### config.mk
export PLATFORM = sky130hd
export DESIGN_NAME = mem_stage_lsu
export DESIGN_NICKNAME = d
export VERILOG_FILES = /design/src/rtl/mem_stage_lsu.sv
export SDC_FILE = /design/constraint.sdc
export NUM_CORES = 1
export LEC_CHECK = 0
export ABC_AREA = 1
export ABC_CLOCK_PERIOD_IN_PS = 2250
export BUFFER_PORTS_ARGS = -buffer_cell sky130_fd_sc_hd__clkbuf_2
export CAP_MARGIN = 15
export CELL_PAD_IN_SITES_DETAIL_PLACEMENT = 1
export CELL_PAD_IN_SITES_GLOBAL_PLACEMENT = 1
export CORE_UTILIZATION = 34
export DETAILED_ROUTE_END_ITERATION = 7
export HOLD_SLACK_MARGIN = 0.12
export PLACE_DENSITY_LB_ADDON = 0.08
export SYNTH_ARGS = -nofsm -noshare
export SYNTH_HDL_FRONTEND = slang
export SYNTH_SLANG_ARGS = --single-unit
### constraint.sdc
create_clock -name clk_i -period 2.25 [get_ports clk_i]
set_clock_uncertainty 0.2 [all_clocks]
set_input_delay 0.3375 -clock clk_i [delete_from_list [all_inputs] [get_ports clk_i]]
set_output_delay 0.3375 -clock clk_i [all_outputs]
set_load 0.02 [all_outputs]
### src/rtl/mem_stage_lsu.sv
// Memory-stage load/store unit: issues one req/gnt/rvalid data-bus transaction
// at a time, builds byte enables and replicated store data, and extends load data.
module mem_stage_lsu #(
  parameter int XLEN = 32
) (
  input  logic            clk_i,
  input  logic            rst_n_i,
  input  logic            mem_write_m_i,
  input  logic            mem_read_m_i,
  input  logic [2:0]      funct3_m_i,
  input  logic [XLEN-1:0] alu_result_m_i,
  input  logic [XLEN-1:0] write_data_m_i,
  input  logic            flush_m_i,
  output logic            dmem_req_o,
  output logic            dmem_we_o,
  output logic [XLEN-1:0] dmem_addr_o,
  output logic [3:0]      dmem_be_o,
  output logic [XLEN-1:0] dmem_wdata_o,
  input  logic            dmem_gnt_i,
  input  logic            dmem_rvalid_i,
  input  logic [XLEN-1:0] dmem_rdata_i,
  output logic [XLEN-1:0] load_data_m_o,
  output logic            load_valid_m_o,
  output logic            stall_m_o,
  output logic            misaligned_m_o
);

  typedef enum logic [1:0] {IDLE, REQ, RESP, DONE} state_t;

  state_t          state_q, state_d;
  logic [XLEN-1:0] addr_q, wdata_q, load_q;
  logic [3:0]      be_q;
  logic            we_q;
  logic [2:0]      f3_q;

  logic            access, mis, issue;
  logic [3:0]      be_live;
  logic [XLEN-1:0] wd_live;

  function automatic logic [31:0] extract(input logic [2:0] f3, input logic [1:0] off,
                                          input logic [31:0] d);
    logic [7:0]  b;
    logic [15:0] h;
    b = d[{off, 3'b000} +: 8];
    h = off[1] ? d[31:16] : d[15:0];
    case (f3)
      3'b000:  extract = {{24{b[7]}}, b};
      3'b001:  extract = {{16{h[15]}}, h};
      3'b100:  extract = {24'd0, b};
      3'b101:  extract = {16'd0, h};
      default: extract = d;
    endcase
  endfunction

  // Reset gating keeps every output at zero while rst_n_i is held, even with live inputs.
  assign access = (mem_read_m_i | mem_write_m_i) & ~flush_m_i & rst_n_i;

  always_comb begin
    mis = 1'b0;
    if (funct3_m_i[1:0] == 2'b01 && alu_result_m_i[0])         mis = 1'b1;
    if (funct3_m_i[1:0] == 2'b10 && alu_result_m_i[1:0] != 0)  mis = 1'b1;
    if (funct3_m_i == 3'b011 || funct3_m_i == 3'b110 || funct3_m_i == 3'b111) mis = 1'b1;
    if (mem_write_m_i && funct3_m_i[2])                         mis = 1'b1;
  end

  assign issue          = (state_q == IDLE) & access & ~mis;
  assign misaligned_m_o = (state_q == IDLE) & access & mis;

  always_comb begin
    case (funct3_m_i[1:0])
      2'b00: begin
        be_live = 4'b0001 << alu_result_m_i[1:0];
        wd_live = {4{write_data_m_i[7:0]}};
      end
      2'b01: begin
        be_live = 4'b0011 << {alu_result_m_i[1], 1'b0};
        wd_live = {2{write_data_m_i[15:0]}};
      end
      default: begin
        be_live = 4'b1111;
        wd_live = write_data_m_i;
      end
    endcase
  end

  always_comb begin
    state_d        = state_q;
    dmem_req_o     = 1'b0;
    dmem_we_o      = we_q;
    dmem_addr_o    = {addr_q[XLEN-1:2], 2'b00};
    dmem_be_o      = be_q;
    dmem_wdata_o   = wdata_q;
    stall_m_o      = 1'b0;
    load_valid_m_o = 1'b0;
    case (state_q)
      IDLE: if (issue) begin
        dmem_req_o   = 1'b1;
        dmem_we_o    = mem_write_m_i;
        dmem_addr_o  = {alu_result_m_i[XLEN-1:2], 2'b00};
        dmem_be_o    = be_live;
        dmem_wdata_o = wd_live;
        stall_m_o    = 1'b1;
        state_d      = dmem_gnt_i ? RESP : REQ;
      end
      REQ: begin
        dmem_req_o = 1'b1;
        stall_m_o  = 1'b1;
        if (dmem_gnt_i) state_d = RESP;
      end
      RESP: begin
        stall_m_o = 1'b1;
        if (dmem_rvalid_i) state_d = DONE;
      end
      DONE: begin
        load_valid_m_o = ~we_q;
        state_d        = IDLE;
      end
      default: state_d = IDLE;
    endcase
  end

  always_ff @(posedge clk_i or negedge rst_n_i) begin
    if (!rst_n_i) begin
      state_q <= IDLE;
      addr_q  <= '0;
      be_q    <= '0;
      wdata_q <= '0;
      we_q    <= 1'b0;
      f3_q    <= '0;
      load_q  <= '0;
    end else begin
      state_q <= state_d;
      if (issue) begin
        addr_q  <= alu_result_m_i;
        be_q    <= be_live;
        wdata_q <= wd_live;
        we_q    <= mem_write_m_i;
        f3_q    <= funct3_m_i;
      end
      // Store acks carry no data, so only loads update the result register.
      if (state_q == RESP && dmem_rvalid_i && !we_q)
        load_q <= extract(f3_q, addr_q[1:0], dmem_rdata_i);
    end
  end

  assign load_data_m_o = load_q;

endmodule

==> results of run 1 <==
## worst max-delay path by stage
stage,from,end,slack (ps),cells after the start
3_3_place_gp,state_q[0],dmem_addr_o[12],40,10
3_5_place_dp,state_q[0],dmem_addr_o[12],-10,10
4_1_cts,state_q[0],dmem_wdata_o[18],-340,9
2_1_floorplan,state_q[0],dmem_wdata_o[10],20,7
6_report,state_q[0],dmem_wdata_o[17],-380,8
5_1_grt,state_q[0],dmem_addr_o[17],-460,10
## cell families (layout without fill, tap and decap cells)
logic type	Yosys count	after routing	synth area share
buffers and inverters	97	417	0.0782
flip-flops	106	106	0.471
adder cells (fa/ha/maj)	6	6	0.0133
AO/OA/AOI/OAI	140	140	0.130
AND/OR/NAND/NOR	428	429	0.307
other	1	2	0.000666
## worst max-delay path, cell delays in order (launching register included)
cell and delay (ps):
dfrtp_1 390, inv_2 80, ha_4 130, nand3b_1 140, nor2_4 150, nand2_4 140
bufbuf_16 310, o21ai_1 200, buf_4 180
## cell type report
class | instances | area (µm²) | share of cell area
timing repair buffer | 345 | 3040 | 0.315
tap | 216 | 270 | 0.0281
inverter | 56 | 221 | 0.0230
clock buffer | 11 | 233 | 0.0242
sequential | 106 | 2650 | 0.275
multi-input combinational | 577 | 3160 | 0.328
clock inverter | 5 | 60.1 | 0.00624
## power by group
group          switching, mW  total [mW]  internal [mW]  leakage [nW]
Sequential             0.653        3.45           2.80          1.32
Clock                  0.772        1.65          0.873         0.141
Combinational           4.00        7.09           3.09          3.65
## per-stage QoR
step | hold WS [ps] | TNS (ps)
2_1_floorplan | -158 | 0
3_3_place_gp | 256 | 0
3_5_place_dp | 264 | -22.0
4_1_cts | 120 | -19400
5_1_grt | 163 | -26850
6_report | 142 | -20570
## cells in the mapped netlist (all sizes together)
cell | instances | area (µm²)
nand2 | 344 | 1300
dfrtp | 106 | 2650
o21ai | 74 | 370
inv | 56 | 210
a21oi | 54 | 270
nand3 | 49 | 245
buf | 28 | 181
nor2 | 16 | 62.6
or2 | 16 | 100
clkbuf | 13 | 48.8
a21boi | 8 | 60.1
ha | 6 | 75.1
nand3b | 2 | 18.8
a211oi | 1 | 7.51
conb | 1 | 3.75
nor3 | 1 | 5.00
o211ai | 1 | 7.51
o21bai | 1 | 7.51
o22ai | 1 | 6.26
## sequential cells by signal, summed over array words and instances, names as in the netlist
register / count
addr_q: 32
be_q: 4
f3_q: 3
load_data_m_o: 32
state_q: 2
wdata_q: 32
we_q: 1
## what timing repair did
action                                  in CTS  in global routing
endpoints found under the setup margin      69                120
pin swaps                                    6                 15
gates resized for setup                    159                234
cloned                                       5                 10
hold endpoints to repair                   123                  0
setup buffers                                3                 14
hold buffers                                62                  0
## layer usage
| metal | vias to the layer above | global-route usage | share of wire |
|---|---|---|---|
| met5 | - | 0 | 0.00052 |
| met4 | 2 | 0.0920 | 0.027 |
| met3 | 52 | 0.0444 | 0.045 |
| met2 | 198 | 0.455 | 0.54 |
| met1 | 3260 | 0.299 | 0.39 |
| li1 | 3106 | - | - |
==> impl_results.rst, run 1 <==
.. list-table::
   :header-rows: 1

   * - Metric
     - Value
   * - Run status
     - finished with violations
   * - Violations in the final reports
     - setup timing
   * - Post-detailed-route via-to-cell ratio
     - 5.03
   * - Remaining antenna violation count
     - 0
   * - Nets@finish
     - 1,207
   * - Worst min path class
     - in2reg
   * - Slack of the worst reg-to-reg path
     - 60 ps
   * - Req. time, crit path
     - 1710 ps
   * - Worst hold path endpoint
     - addr_q[1]
   * - Setup slack after placement
     - -13.7 ps
   * - Transition at the pin with the smallest max-transition slack
     - 653 ps
   * - Global-route usage over all layers
     - 0.252
   * - Number of standard cells after synthesis
     - 778
   * - Setup-violating endpoint count in the final report
     - 69
   * - Reported leakage power
     - 5.12 nW
   * - Initial antenna violation count
     - 1
   * - Count of unique library cells instantiated by Yosys
     - 26
   * - Vias in the first global route
     - 6,522
   * - Total of warnings raised by yosys
     - 0
   * - DR pass1 iterations
     - 4
   * - Total I/O pin count
     - 211
   * - CTS root buf
     - clkbuf_16
   * - Clock Sinks
     - 106
   * - Mean instance size in the synthesized netlist
     - 7.24 µm²
   * - Area of the core
     - 0.0160 mm²
   * - Layout overhead on the synthesized area
     - 71.0%
   * - Critical hold path startpoint
     - alu_result_m_i[1]
   * - Die boundary width
     - 131 µm
   * - Placed Instances
     - 1,207
   * - Number of synthesized register bits
     - 106
   * - Clk slew on worst S/H paths
     - 70 ps
   * - Maximum fanout along the worst path
     - 5
   * - Arrival time of data at the critical path endpoint
     - 2090 ps
   * - Total Power
     - 12.2 mW
   * - RSZ-0062 raised after global routing
     - true
   * - Total Die Area
     - 0.0171 mm²
   * - CTS tree
     - built
   * - Remaining Overflow, GRT
     - 0
   * - Clock network latency to the later pin of the worst-skew pair
     - 350 ps
   * - Detailed Place HPWL
     - 13.6 mm
   * - Commonest cells after routing, fill and taps aside
     - nand2_1, clkbuf_2, dfrtp_1, dlygate4sd3_1
   * - Critical R2R Capture
     - f3_q[2]
   * - Number of max-slew violations in the final report
     - 0
   * - CP startpoint kind
     - flop
   * - Type of destination of the critical path
     - primary output
   * - Fill cell count
     - 1,964
   * - Initial core utilization
     - 0.352
   * - Total number of vias
     - 6,618
   * - First-pass GRT wire length
     - 33.0 mm
   * - Normalized max-slew margin
     - 0.565
   * - Cell Pwr Density
     - 1270 mW/mm²
   * - Proportion of layout cells with a drive suffix above 1
     - 0.396
   * - Cell Rows
     - 46
   * - Sum of routed wire length over all layers
     - 25.2 mm
   * - Syn Std Cell Area
     - 0.00563 mm²
   * - Number of cells traversed by the worst register-to-register path
     - 12
   * - Count of inserted antenna diode cells
     - 0
   * - Max-Cap Viols
     - 0
   * - Sequential area share after synthesis
     - 0.471
   * - Vertical extent of the die
     - 131 µm
   * - Clock buffer count from CTS
     - 9
   * - Hold depth
     - 3
   * - Final Hold Vio Count
     - 0
   * - Clock H-tree levels
     - 3
   * - Maximum clock path buffer count
     - 2
   * - Final critical delay including setup and external delays
     - 2630 ps
   * - Wire length per cell
     - 19.2 µm
   * - Critical register-to-register path startpoint
     - state_q[0]
   * - Final Instance Area
     - 0.00963 mm²
   * - Final core utilization
     - 0.602
   * - Non-Filler Instances
     - 1,316
   * - Pin count of the biggest net entering global routing
     - 64
   * - Part of the cycle the worst path needs
     - 1.17
   * - Highest attainable clock frequency
     - 381 MHz
   * - DRT iter0 DRCs
     - 284
   * - Most common cell after layout, fill and taps aside
     - nand2_1
   * - Worst setup slack after layout
     - -378 ps
   * - Final estimated routing congestion in global placement
     - 0.790
   * - DRC violation count after routing
     - 0
   * - Maximum VDD drop
     - 583 µV
   * - Count of input and output buffers
     - 208
   * - Placed cell area
     - 0.00709 mm²
   * - Kind of critical path
     - reg2out
(Power assumes the default switching activity.)
==> run 2: changes to the inputs <==
--- a/config.mk
+++ b/config.mk
@@ -11,10 +11,11 @@
 export CAP_MARGIN = 15
 export CELL_PAD_IN_SITES_DETAIL_PLACEMENT = 1
 export CELL_PAD_IN_SITES_GLOBAL_PLACEMENT = 1
-export CORE_UTILIZATION = 34
+export CORE_UTILIZATION = 30
 export DETAILED_ROUTE_END_ITERATION = 7
+export GPL_TIMING_DRIVEN = 0
 export HOLD_SLACK_MARGIN = 0.12
-export PLACE_DENSITY_LB_ADDON = 0.08
+export PLACE_DENSITY = 0.83
 export SYNTH_ARGS = -nofsm -noshare
 export SYNTH_HDL_FRONTEND = slang
 export SYNTH_SLANG_ARGS = --single-unit
==> run 2 against run 1 <==
- die area is 13% higher
- first-iteration DRC count is 9.2% higher
- the flow finishes with violations (DRC, setup timing)
- final cell count is 0.38% higher
==> impl_results.rst, run 2 (synthesis gave the netlist of run 1 again) <==
.. list-table::
   :header-rows: 1

   * - Metric
     - Value
   * - Run status
     - finished with violations
   * - Violations in the final reports
     - DRC, setup timing
   * - DR pass1 iterations
     - 8
   * - Total Die Area
     - 0.0193 mm²
   * - Wire length per cell
     - 18.5 µm
   * - Crit path max-delay cell type
     - dfrtp_1
   * - Part of the cycle the worst path needs
     - 1.15
   * - Commonest cells after routing, fill and taps aside
     - nand2_1, clkbuf_2, dfrtp_1, dlygate4sd3_1, a21oi_1
   * - Arrival time of data at the critical path endpoint
     - 2060 ps
   * - CTS tree
     - built
   * - Reported leakage power
     - 4.96 nW
   * - Nets@finish
     - 1,198
   * - Most common cell after layout, fill and taps aside
     - nand2_1
   * - DRT iter0 DRCs
     - 310
   * - Max-Cap Viols
     - 0
   * - Kind of critical path
     - reg2out
   * - Remaining antenna violation count
     - 0
   * - Maximum VDD drop
     - 747 µV
   * - Critical register-to-register path startpoint
     - state_q[0]
   * - Count of input and output buffers
     - 208
   * - Timing startpoint of the critical path
     - state_q[1]
   * - Post-detailed-route via-to-cell ratio
     - 4.95
   * - Final core utilization
     - 0.498
   * - Clock buffer count from CTS
     - 9
   * - Setup slack after placement
     - -749 ps
   * - Final estimated routing congestion in global placement
     - 0.861
   * - Final Hold Vio Count
     - 0
   * - Maximum fanout along the worst path
     - 6
   * - Type of destination of the critical path
     - primary output
   * - Normalized max-slew margin
     - 0.642
   * - Slack of the worst reg-to-reg path
     - 220 ps
   * - WHS
     - 104 ps
   * - Pin count of the biggest net entering global routing
     - 108
   * - Sum of routed wire length over all layers
     - 24.4 mm
   * - Vias in the first global route
     - 7,264
   * - Transition at the pin with the smallest max-transition slack
     - 536 ps
   * - First-pass GRT wire length
     - 37.8 mm
   * - Area of the core
     - 0.0182 mm²
   * - Initial core utilization
     - 0.309
   * - Worst min path class
     - in2reg
   * - Fill cell count
     - 2,235
   * - Total Power
     - 11.6 mW
   * - Detailed Place HPWL
     - 14.7 mm
   * - Total I/O pin count
     - 211
   * - Multi-input gate area in the final layout
     - 0.00288 mm²
   * - Req. time, crit path
     - 1710 ps
   * - Worst setup slack after layout
     - -349 ps
   * - Number of max-slew violations in the final report
     - 0
   * - Remaining Overflow, GRT
     - 0
   * - Most common cell on crit path
     - buf_8
   * - Cell Pwr Density
     - 1280 mW/mm²
   * - RSZ-0062 raised after global routing
     - true
   * - Final critical delay including setup and external delays
     - 2600 ps
   * - Proportion of layout cells with a drive suffix above 1
     - 0.346
   * - Initial antenna violation count
     - 1
   * - Storage cell area
     - 0.00265 mm²
   * - Setup-violating endpoint count in the final report
     - 70
   * - Highest attainable clock frequency
     - 385 MHz
   * - Cell-by-cell trace of the critical path
     - inv_2, ha_4, nand3b_1, nor2_4, nand2_4, inv_4, buf_8, buf_8, nand2_2, nand2_2, buf_8
   * - Total number of vias
     - 6,538
   * - Delay of the slowest cell on the worst path
     - 400 ps
   * - Clock Sinks
     - 106
   * - Global-route usage over all layers
     - 0.249
   * - CTS root buf
     - clkbuf_16
   * - CP startpoint kind
     - flop
   * - Clk slew on worst S/H paths
     - 70 ps
   * - Maximum clock path buffer count
     - 2
   * - Layout overhead on the synthesized area
     - 60.9%
   * - Clock network latency to the later pin of the worst-skew pair
     - 360 ps
   * - Vertical extent of the die
     - 139 µm
   * - Number of cells traversed by the worst register-to-register path
     - 9
   * - DRC violation count after routing
     - 15
   * - Cell Rows
     - 49
   * - Critical R2R Capture
     - load_data_m_o[12]
   * - Clock H-tree levels
     - 3
   * - Die boundary width
     - 139 µm
   * - Critical path capture point
     - dmem_addr_o[23]
## run 2: cell count changes in the layout (fill, tap and decap cells not counted), sizes merged
cell / before / now
buf: 120 / 82
clkbuf: 173 / 198
dlygate4sd3: 62 / 67
clkinvlp: 2 / 0
bufbuf: 1 / 0
clkinv: 1 / 2
diode: 0 / 1
inv: 57 / 58
## run 2: power breakdown
group          switching [mW]  internal, mW
registers               0.419          2.79
logic                    3.96          2.74
clock network           0.764         0.904
total                    5.14          6.43
## run 2: worst max-delay path, delay by kind of cell (launching register included)
family	cells	cell delay [ps]
buffers and inverters	5	600
DFF	1	400
and+or+nand+nor	5	560
adders and majority gates	1	140
## run 2: final cells by class
cell class | count | share of cell area
Timing Repair Buffer | 296 | 0.266
Tap cell | 229 | 0.0316
Antenna cell | 1 | 0.000276
Inverter | 56 | 0.0235
Clock inverter | 5 | 0.00677
Clock buffer | 11 | 0.0268
Buffer | 40 | 0.0349
Multi-Input combinational cell | 577 | 0.317
Sequential cell | 106 | 0.293
## run 2: what timing repair did
action	4_1_cts	5_1_grt
gates resized for setup	197	103
cloned	5	2
endpoints found under the setup margin	70	83
setup buffers	10	4
pin swaps	13	19
hold buffers	65	3
hold endpoints to repair	171	106
## run 2: metal layers
layer | global-route usage | vias to the layer above | wire length, µm
met5 | 0 | - | 0
met4 | 0.0778 | 0 | 663
met3 | 0.0590 | 53 | 1600
met2 | 0.452 | 239 | 12400
met1 | 0.288 | 3170 | 9690
li1 | - | 3076 | -
## run 2: how the worst min path moves through the flow
stage	start	endpoint	slack, ps	depth (start not counted)
after floorplan	rst_n_i	addr_q[0]	-160	0
after global placement	wdata_q[20]	wdata_q[20]	250	2
after detailed placement	addr_q[29]	addr_q[29]	260	2
after CTS	rst_n_i	load_data_m_o[6]	-210	1
after global routing	write_data_m_i[29]	wdata_q[29]	120	3
final	write_data_m_i[29]	wdata_q[29]	100	3
## run 2: metrics by stage
| stage | setup TNS, ps | instance area (µm²) | std cells |
|---|---|---|---|
| after global placement | -386100 | 6960 | 1216 |
| after global routing | -27330 | 9060 | 1321 |
| after floorplan | 0 | 5640 | 779 |
| final | -20140 | 9060 | 1321 |
| after detailed placement | -60710 | 6970 | 1216 |
| after CTS | -22220 | 8740 | 1312 |
